==> src/rtl/handshake_const_arbiter_pkg.sv <==
// ============================================================================
// Module : handshake_const_arbiter_pkg
// Brief  : Shared constants and helpers for the constant-token arbiter.
// Rev    : 1.0  initial release
// ============================================================================
`default_nettype none

package handshake_const_arbiter_pkg;

    localparam int unsigned c_buf_depth_base = 1;
    localparam int unsigned c_buf_depth_skid = 2;

    localparam int unsigned c_default_data_width = 37;
    localparam int unsigned c_default_num_req    = 4;

    // Slice 0 (least significant) belongs to requester 0.
    localparam logic [c_default_num_req*c_default_data_width-1:0] c_default_const_table =
        {37'h3, 37'h2, 37'h1, 37'h0E186ABA8A};

    // Index width for n requesters; never narrower than one bit.
    function automatic int unsigned id_width(input int unsigned n);
        int unsigned w;
        w = 1;
        while ((1 << w) < n) begin
            w = w + 1;
        end
        return w;
    endfunction

endpackage

`default_nettype wire

==> src/rtl/handshake_rr_picker.sv <==
// ============================================================================
// Module : handshake_rr_picker
// Brief  : Round-robin picker; first asserted request at or after i_ptr wins.
// Rev    : 1.0  initial release
// ============================================================================
`default_nettype none

module handshake_rr_picker #(
    parameter int unsigned NUM_REQ = 4,
    parameter int unsigned IDX_W   = 2
) (
    input  logic [NUM_REQ-1:0] i_req,
    input  logic [IDX_W-1:0]   i_ptr,
    output logic [NUM_REQ-1:0] o_grant,
    output logic [IDX_W-1:0]   o_idx
);

    logic [2*NUM_REQ-1:0] w_req2;
    logic [NUM_REQ-1:0]   w_rot;
    logic [IDX_W:0]       w_sum;
    logic                 w_found;

    // Doubling the vector turns the wrap-around search into a plain rotate.
    always_comb begin
        w_req2  = {i_req, i_req};
        w_rot   = w_req2[i_ptr +: NUM_REQ];
        w_found = 1'b0;
        w_sum   = '0;
        for (int j = 0; j < NUM_REQ; j++) begin
            if (!w_found && w_rot[j]) begin
                w_found = 1'b1;
                w_sum   = {1'b0, i_ptr} + (IDX_W+1)'(j);
            end
        end
        if (w_sum >= (IDX_W+1)'(NUM_REQ)) begin
            w_sum = w_sum - (IDX_W+1)'(NUM_REQ);
        end
        o_idx   = w_sum[IDX_W-1:0];
        o_grant = w_found ? (NUM_REQ'(1) << w_sum[IDX_W-1:0]) : '0;
    end

endmodule

`default_nettype wire

==> src/rtl/handshake_const_arbiter.sv <==
// ============================================================================
// Module : handshake_const_arbiter
// Brief  : Round-robin arbiter emitting each winner's constant token and id.
//          Define HANDSHAKE_CONST_ARBITER_SKID_EN for a 2-entry output buffer.
// Rev    : 1.0  initial release
// ============================================================================
`default_nettype none

module handshake_const_arbiter
    import handshake_const_arbiter_pkg::*;
#(
    parameter int unsigned DATA_WIDTH = c_default_data_width,
    parameter int unsigned NUM_REQ    = c_default_num_req,
    parameter logic [NUM_REQ*DATA_WIDTH-1:0] CONST_TABLE = c_default_const_table,
    localparam int unsigned ID_W = id_width(NUM_REQ)
) (
    input  logic                  clk,
    input  logic                  rst,
    input  logic [NUM_REQ-1:0]    ctrl_valid,
    output logic [NUM_REQ-1:0]    ctrl_ready,
    output logic [DATA_WIDTH-1:0] outs,
    output logic [ID_W-1:0]       outs_id,
    output logic                  outs_valid,
    input  logic                  outs_ready
);

    logic [ID_W-1:0]       r_rr_ptr;
    logic [NUM_REQ-1:0]    w_grant;
    logic [ID_W-1:0]       w_idx;
    logic                  w_any;
    logic                  w_accept;
    logic                  w_push;
    logic                  w_pop;
    logic [DATA_WIDTH-1:0] w_const;

    logic [DATA_WIDTH-1:0] r_outs;
    logic [ID_W-1:0]       r_id;

    handshake_rr_picker #(
        .NUM_REQ (NUM_REQ),
        .IDX_W   (ID_W)
    ) u_picker (
        .i_req   (ctrl_valid),
        .i_ptr   (r_rr_ptr),
        .o_grant (w_grant),
        .o_idx   (w_idx)
    );

    assign w_any      = |ctrl_valid;
    assign w_const    = CONST_TABLE[w_idx*DATA_WIDTH +: DATA_WIDTH];
    assign w_pop      = outs_valid && outs_ready;
    assign w_push     = w_any && w_accept && !rst;
    assign ctrl_ready = (w_accept && !rst) ? w_grant : '0;
    assign outs       = r_outs;
    assign outs_id    = r_id;

    always_ff @(posedge clk) begin
        if (rst) begin
            r_rr_ptr <= '0;
        end else if (w_push) begin
            r_rr_ptr <= (w_idx == ID_W'(NUM_REQ-1)) ? '0 : w_idx + ID_W'(1);
        end
    end

`ifdef HANDSHAKE_CONST_ARBITER_SKID_EN
    // r_outs/r_id is the head entry; the skid slot only fills while the head stalls.
    logic [1:0]            r_count;
    logic [DATA_WIDTH-1:0] r_skid_data;
    logic [ID_W-1:0]       r_skid_id;

    assign w_accept   = (r_count != 2'(c_buf_depth_skid));
    assign outs_valid = (r_count != 2'd0);

    always_ff @(posedge clk) begin
        if (rst) begin
            r_count     <= '0;
            r_outs      <= '0;
            r_id        <= '0;
            r_skid_data <= '0;
            r_skid_id   <= '0;
        end else begin
            if (w_push && (r_count == 2'd0 || w_pop)) begin
                r_outs <= w_const;
                r_id   <= w_idx;
            end else if (w_push) begin
                r_skid_data <= w_const;
                r_skid_id   <= w_idx;
            end else if (w_pop && r_count == 2'd2) begin
                r_outs <= r_skid_data;
                r_id   <= r_skid_id;
            end

            if (w_push && !w_pop) begin
                r_count <= r_count + 2'd1;
            end else if (!w_push && w_pop) begin
                r_count <= r_count - 2'd1;
            end
        end
    end
`else
    logic r_full;

    // A pop in the same cycle frees the single slot for the incoming token.
    assign w_accept   = !r_full || outs_ready;
    assign outs_valid = r_full;

    always_ff @(posedge clk) begin
        if (rst) begin
            r_full <= 1'b0;
            r_outs <= '0;
            r_id   <= '0;
        end else if (w_push) begin
            r_full <= 1'b1;
            r_outs <= w_const;
            r_id   <= w_idx;
        end else if (w_pop) begin
            r_full <= 1'b0;
        end
    end
`endif

endmodule

`default_nettype wire

==> config.mk <==
export PLATFORM = sky130hd
export DESIGN_NAME = handshake_const_arbiter
export DESIGN_NICKNAME = d
export VERILOG_FILES = /design/src/rtl/handshake_const_arbiter_pkg.sv /design/src/rtl/handshake_rr_picker.sv /design/src/rtl/handshake_const_arbiter.sv
export SDC_FILE = /design/constraint.sdc
export NUM_CORES = 1
export LEC_CHECK = 0
export CAP_MARGIN = 0
export CORE_UTILIZATION = 34
export CTS_CLUSTER_SIZE = 8
export DETAILED_ROUTE_END_ITERATION = 16
export GPL_TIMING_DRIVEN = 0
export PLACE_DENSITY = 0.87
export SLEW_MARGIN = 20
export SYNTH_ARGS = -nofsm -noshare
export SYNTH_HDL_FRONTEND = slang
export SYNTH_SLANG_ARGS = --single-unit
==> constraint.sdc <==
create_clock -name clk -period 2.05 [get_ports clk]
set_input_delay 0.41 -clock clk [delete_from_list [all_inputs] [get_ports clk]]
set_output_delay 0.41 -clock clk [all_outputs]
set_load 0.005 [all_outputs]
==> run summary, run 1 <==
Outcome - complete, no violations
Gr ovfl total - 0
DR pass1 iterations - 4
Multiplexer area fraction after synthesis - 1.44%
First-pass GRT wire length - 2060 um
Max Cap Viol - 0
Yosys top cell area share - 37.7%
Largest net degree at the start of global routing - 18
Final Hold Fails - 0
Final setup violation count - 0
Synth cell count leaders - buf_4 (35), dfxtp_1 (7), nor2_1 (5)
Power density cells - 563 nW/um^2
Core ar. - 1940 um^2
Sequential fraction of the synthesis area - 20.1%
Synth Area in Adders - 1.80%
Placed cell areas - 1100 um^2
P&R area growth vs syn - 74.3%
Count leader, synth - buf_4
Synth Area in XOR/XNOR - 0%
Warnings from Yosys - 0
Worst Path Max Fanout - 6
Vias/cell - 4.02
Routability Congestion - 0.708
Asr flop ratio synth - 0%
Fillcell total - 171
RSZ-0062 raised after global routing - yes
Clk sinks - 7
Leakage - 0.000605 uW
Latest clock arrival within the worst-skew pair - 250 ps
Synth cell types - 31
Ranking of synthesized cells by area - buf_4 (38%), dfxtp_1 (20%), nor4_4 (3.1%)
Share of cells above drive strength 1 - 50.3%
Synth Flop Type - dfxtp_1
Final Cell Area - 1210 um^2
Hold Crit Depth - 2
CTS tree - built
Critical path class - reg -> out
Avg Synthesized Cell Area - 8.20 um^2
Fin nets - 154
Total Wirelength - 1620 um
Die H - 47.3 um
Post-DP HPWL - 1130 um
Drt wl/cell - 9.43 um
Initial core utilization - 35.9%
Post-synth top area cell - buf_4
Initial antenna violation count - 0
FF+latch count, synth - 7
Clk_skew - 0.495 ps
DRT iter0 DRCs - 10
Final hold slack - 481 ps
Clock Tree Buf Depth - 2
DRT antenna net count - 0
Critical path capture point type - output pin
PortBufs - 30
Vias in the first global route - 523
Final core utilization - 62.6%
Overall routing resource usage - 13.0%
Final TNS setup - 0 ps
Cell row count - 16
Minimum clock period - 2030 ps
Fmax - 492 MHz
Crit start category - flop
Simple-gate portion of the synthesized area - 21.4%
CTS Buf Count - 3
Die span in x - 47.3 um
Critical Path RT - 1640 ps
Worst vdd ir - 0.000418 V
Compound-Gate Fraction of Synth Area - 15.4%
Number of synthesized flops with an enable pin - 0
Via count - 692
Die area - 2230 um^2
Residual DRC - 0
Syn Std Cell Area - 697 um^2
Critical Path AT - 1620 ps
Inserted Diodes - 0
Final period util - 99.1%
Root Buffer - clkbuf_4
Syn Inst Count - 85
Ports - 51
Reg2reg path depth - 8
H-tree depth - 1
Main combinational cell family by area after synthesis - buffers and inverters
Fin. max-slew vios - 0
Hold Crit Class - reg -> reg
Hold-fix buffers at CTS - 0
Clock slew at reported path FFs - 50 ps
sequential cells by signal (all words and copies together) (netlist names):
| register | count |
|---|---|
| outs | 3 |
| r_rr_ptr | 2 |
| outs_id | 1 |
| outs_valid | 1 |
layer usage:
metal,vias up,track usage (%),part of all wire (%)
li1,354,-,-
met1,304,14.1,39
met2,34,23.6,52
met3,0,4.62,9.8
met4,0,3.43,0
met5,-,0,0
what timing repair did:
item / in CTS / in global routing
gates resized for setup: 33 / 16
setup buffers: 7 / 1
setup endpoints to repair: 4 / 18
pin swaps: 5 / 4
hold endpoints to repair: 0 / 0
cells by family (layout without fill, tap and decap cells):
group / count (synthesis) / count (layout)
other cells: 1 / 19
compound gates: 14 / 14
simple gates: 23 / 23
mux: 1 / 1
flops: 7 / 7
buf+inv: 38 / 80
fa+ha+maj: 1 / 1
layout by cell type (no fill, tap or decap), drive strengths merged, types with 2 or more instances in the layout:
master,synthesis,routed
a21oi,5,5
buf,36,51
clkbuf,0,5
clkdlybuf4s50,0,21
conb,1,19
dfxtp,7,7
inv,2,2
nand2,2,2
nand2b,3,3
nor2,6,6
nor2b,2,2
nor3,4,4
nor4,2,2
o21ai,2,2
worst max-delay path: stages, from the launching register on:
cell and delay (ps):
dfxtp_4 380, a21oi_2 60, o21a_1 200, o22ai_2 170, buf_4 150, inv_4 40, ha_4 140, and2_4 130
buf_6 110
per-stage QoR:
stage	setup slack (ps)	cells	total power, uW
final	18.7	172	684
after global routing	-61.2	172	741
after detailed placement	-720	160	515
after floorplan	390	103	363
after global placement	-686	160	505
after CTS	-154	171	663
final timing paths:
check	slack, ps	start	endpoint
min reg2reg	480	outs_id[1]	outs_id[1]
min	480	outs_id[1]	outs_id[1]
max reg2reg	560	r_rr_ptr[1]	r_rr_ptr[1]
max	20	r_rr_ptr[1]	ctrl_ready[3]
power by group:
part           internal, uW  total, uW  switching (uW)
clock network          74.2        124            49.6
logic                   241        376             135
registers               158        184            26.2
total                   473        684             211
layout make-up:
cell class                 instances  area (um^2)  area share (%)
multi-input combinational         58          403            33.2
timing repair buffer              38          329            27.1
buffer                            36          267            21.9
sequential                         7          146            12.0
tap                               27         33.8            2.78
clock buffer                       4         26.3            2.16
inverter                           2         10.0           0.824
No activity file was read; power rests on OpenSTA's default activity.
==> inputs of run 2 (changes only) <==
- PLACE_DENSITY: 0.87 -> 0.8
==> run 2 against run 1 <==
  * Power is 0.64% lower
  * Sequential power about the same
  * Global-route usage up 1.1 points
  * Core utilization rose by 0.065 points
  * Combinational power fell by 2%
  * Sequential share of layout area is essentially flat
  * Critical endpoint is now ctrl_ready[2]
  * Largest cell class unchanged
  * Largest power group unchanged
==> run summary, run 2 (synthesized netlist as in run 1, its figures left out) <==
Die span in x - 47.3 um
DR pass1 iterations - 3
Final setup violation count - 0
Critical path capture point type - output pin
Minimum clock period - 1990 ps
Clock slew at reported path FFs - 50 ps
Crit start category - primary input
Latest clock arrival within the worst-skew pair - 250 ps
Critical Path RT - 1640 ps
Critical path class - in -> out
Final instance count without filler cells - 171
Cell row count - 16
Critical Path AT - 1580 ps
Die area - 2230 um^2
P&R area growth vs syn - 74.5%
Hold-fix buffers at CTS - 0
CTS tree - built
Final TNS setup - 0 ps
PortBufs - 30
Final Hold Fails - 0
First-pass GRT wire length - 2240 um
FF+latch area - 146 um^2
DRT iter0 DRCs - 3
Power density cells - 559 nW/um^2
Final Cell Area - 1220 um^2
Fmax - 502 MHz
Clk_skew - 0.922 ps
Initial antenna violation count - 0
Final period util - 97.2%
Fillcell total - 179
Ports - 51
Routability Congestion - 0.759
Worst vdd ir - 0.000344 V
Share of cells above drive strength 1 - 50.7%
Drt wl/cell - 9.91 um
Final hold slack - 492 ps
DRT antenna net count - 0
Inserted Diodes - 0
Fin nets - 153
# placed instances - 160
Leakage - 0.000601 uW
Worst Path Max Fanout - 6
Initial core utilization - 35.9%
Vias in the first global route - 558
Clock Tree Buf Depth - 2
RSZ-0062 raised after global routing - yes
Root Buffer - clkbuf_4
H-tree depth - 1
Vias/cell - 4.19
Outcome - complete, no violations
Max Cap Viol - 0
Fin. max-slew vios - 0
Residual DRC - 0
Largest net degree at the start of global routing - 18
CTS Buf Count - 3
Die H - 47.3 um
Most frequent cells in the layout - buf_4 (42), clkdlybuf4s50_1 (21), conb_1 (19)
Hold Crit Class - reg -> reg
Post-DP HPWL - 1170 um
Clk sinks - 7
Multi-input logic area - 410 um^2
Final core utilization - 62.6%
Placed cell areas - 1100 um^2
Core ar. - 1940 um^2
Overall routing resource usage - 14.1%
Via count - 717
Largest register FFs - 3
Gr ovfl total - 0
Commonest non-fill, non-tap cell in the layout - buf_4
Total Wirelength - 1690 um
run 2: metrics by stage:
stage	setup WS [ps]	power, uW
4_1_cts	-127	663
3_3_place_gp	-703	506
5_1_grt	-62.1	733
3_5_place_dp	-745	516
2_1_floorplan	390	363
6_report	57.3	679
run 2: where the power goes:
group	switching [uW]	total [uW]	internal, uW
sequential	26.6	184	158
clock	50.6	125	74.3
combinational	133	370	237
run 2: critical path: stages:
cell	delay, ps
buf_2	140
nand2b_1	190
a21oi_4	210
nor3_4	70
buf_4	170
nor3_2	170
clkdlybuf4s15_2	220
run 2: cell type report:
type | count | share of cell area (%)
tap | 27 | 2.78
timing repair buffer | 37 | 26.7
buffer | 36 | 21.9
inverter | 2 | 0.617
sequential | 7 | 12.0
multi-input combinational | 58 | 33.7
clock buffer | 4 | 2.16
run 2: worst paths after layout:
path | start | to | slack (ps) | cells after the start
worst min register to register | outs_id[1] | outs_id[1] | 490 | 2
worst min-delay path | outs_id[1] | outs_id[1] | 490 | 2
worst max-delay path | ctrl_valid[3] | ctrl_ready[2] | 60 | 7
worst max register to register | r_rr_ptr[0] | r_rr_ptr[1] | 590 | 7
run 2: routing by layer:
| layer | vias up | routed length, um | share of wire [%] | GRT usage, % |
|---|---|---|---|---|
| li1 | 356 | - | - | - |
| met1 | 312 | 637 | 38 | 15.6 |
| met3 | 5 | 186 | 11 | 3.08 |
| met4 | 0 | 46 | 2.7 | 6.29 |
| met5 | - | 0 | 0 | 0 |
| met2 | 44 | 823 | 49 | 25.5 |
run 2: timing repair:
| action | in CTS | in global routing |
|---|---|---|
| endpoints found under the setup margin | 4 | 19 |
| resized for setup | 29 | 17 |
| pin swaps | 6 | 4 |
| setup buffers | 6 | 1 |
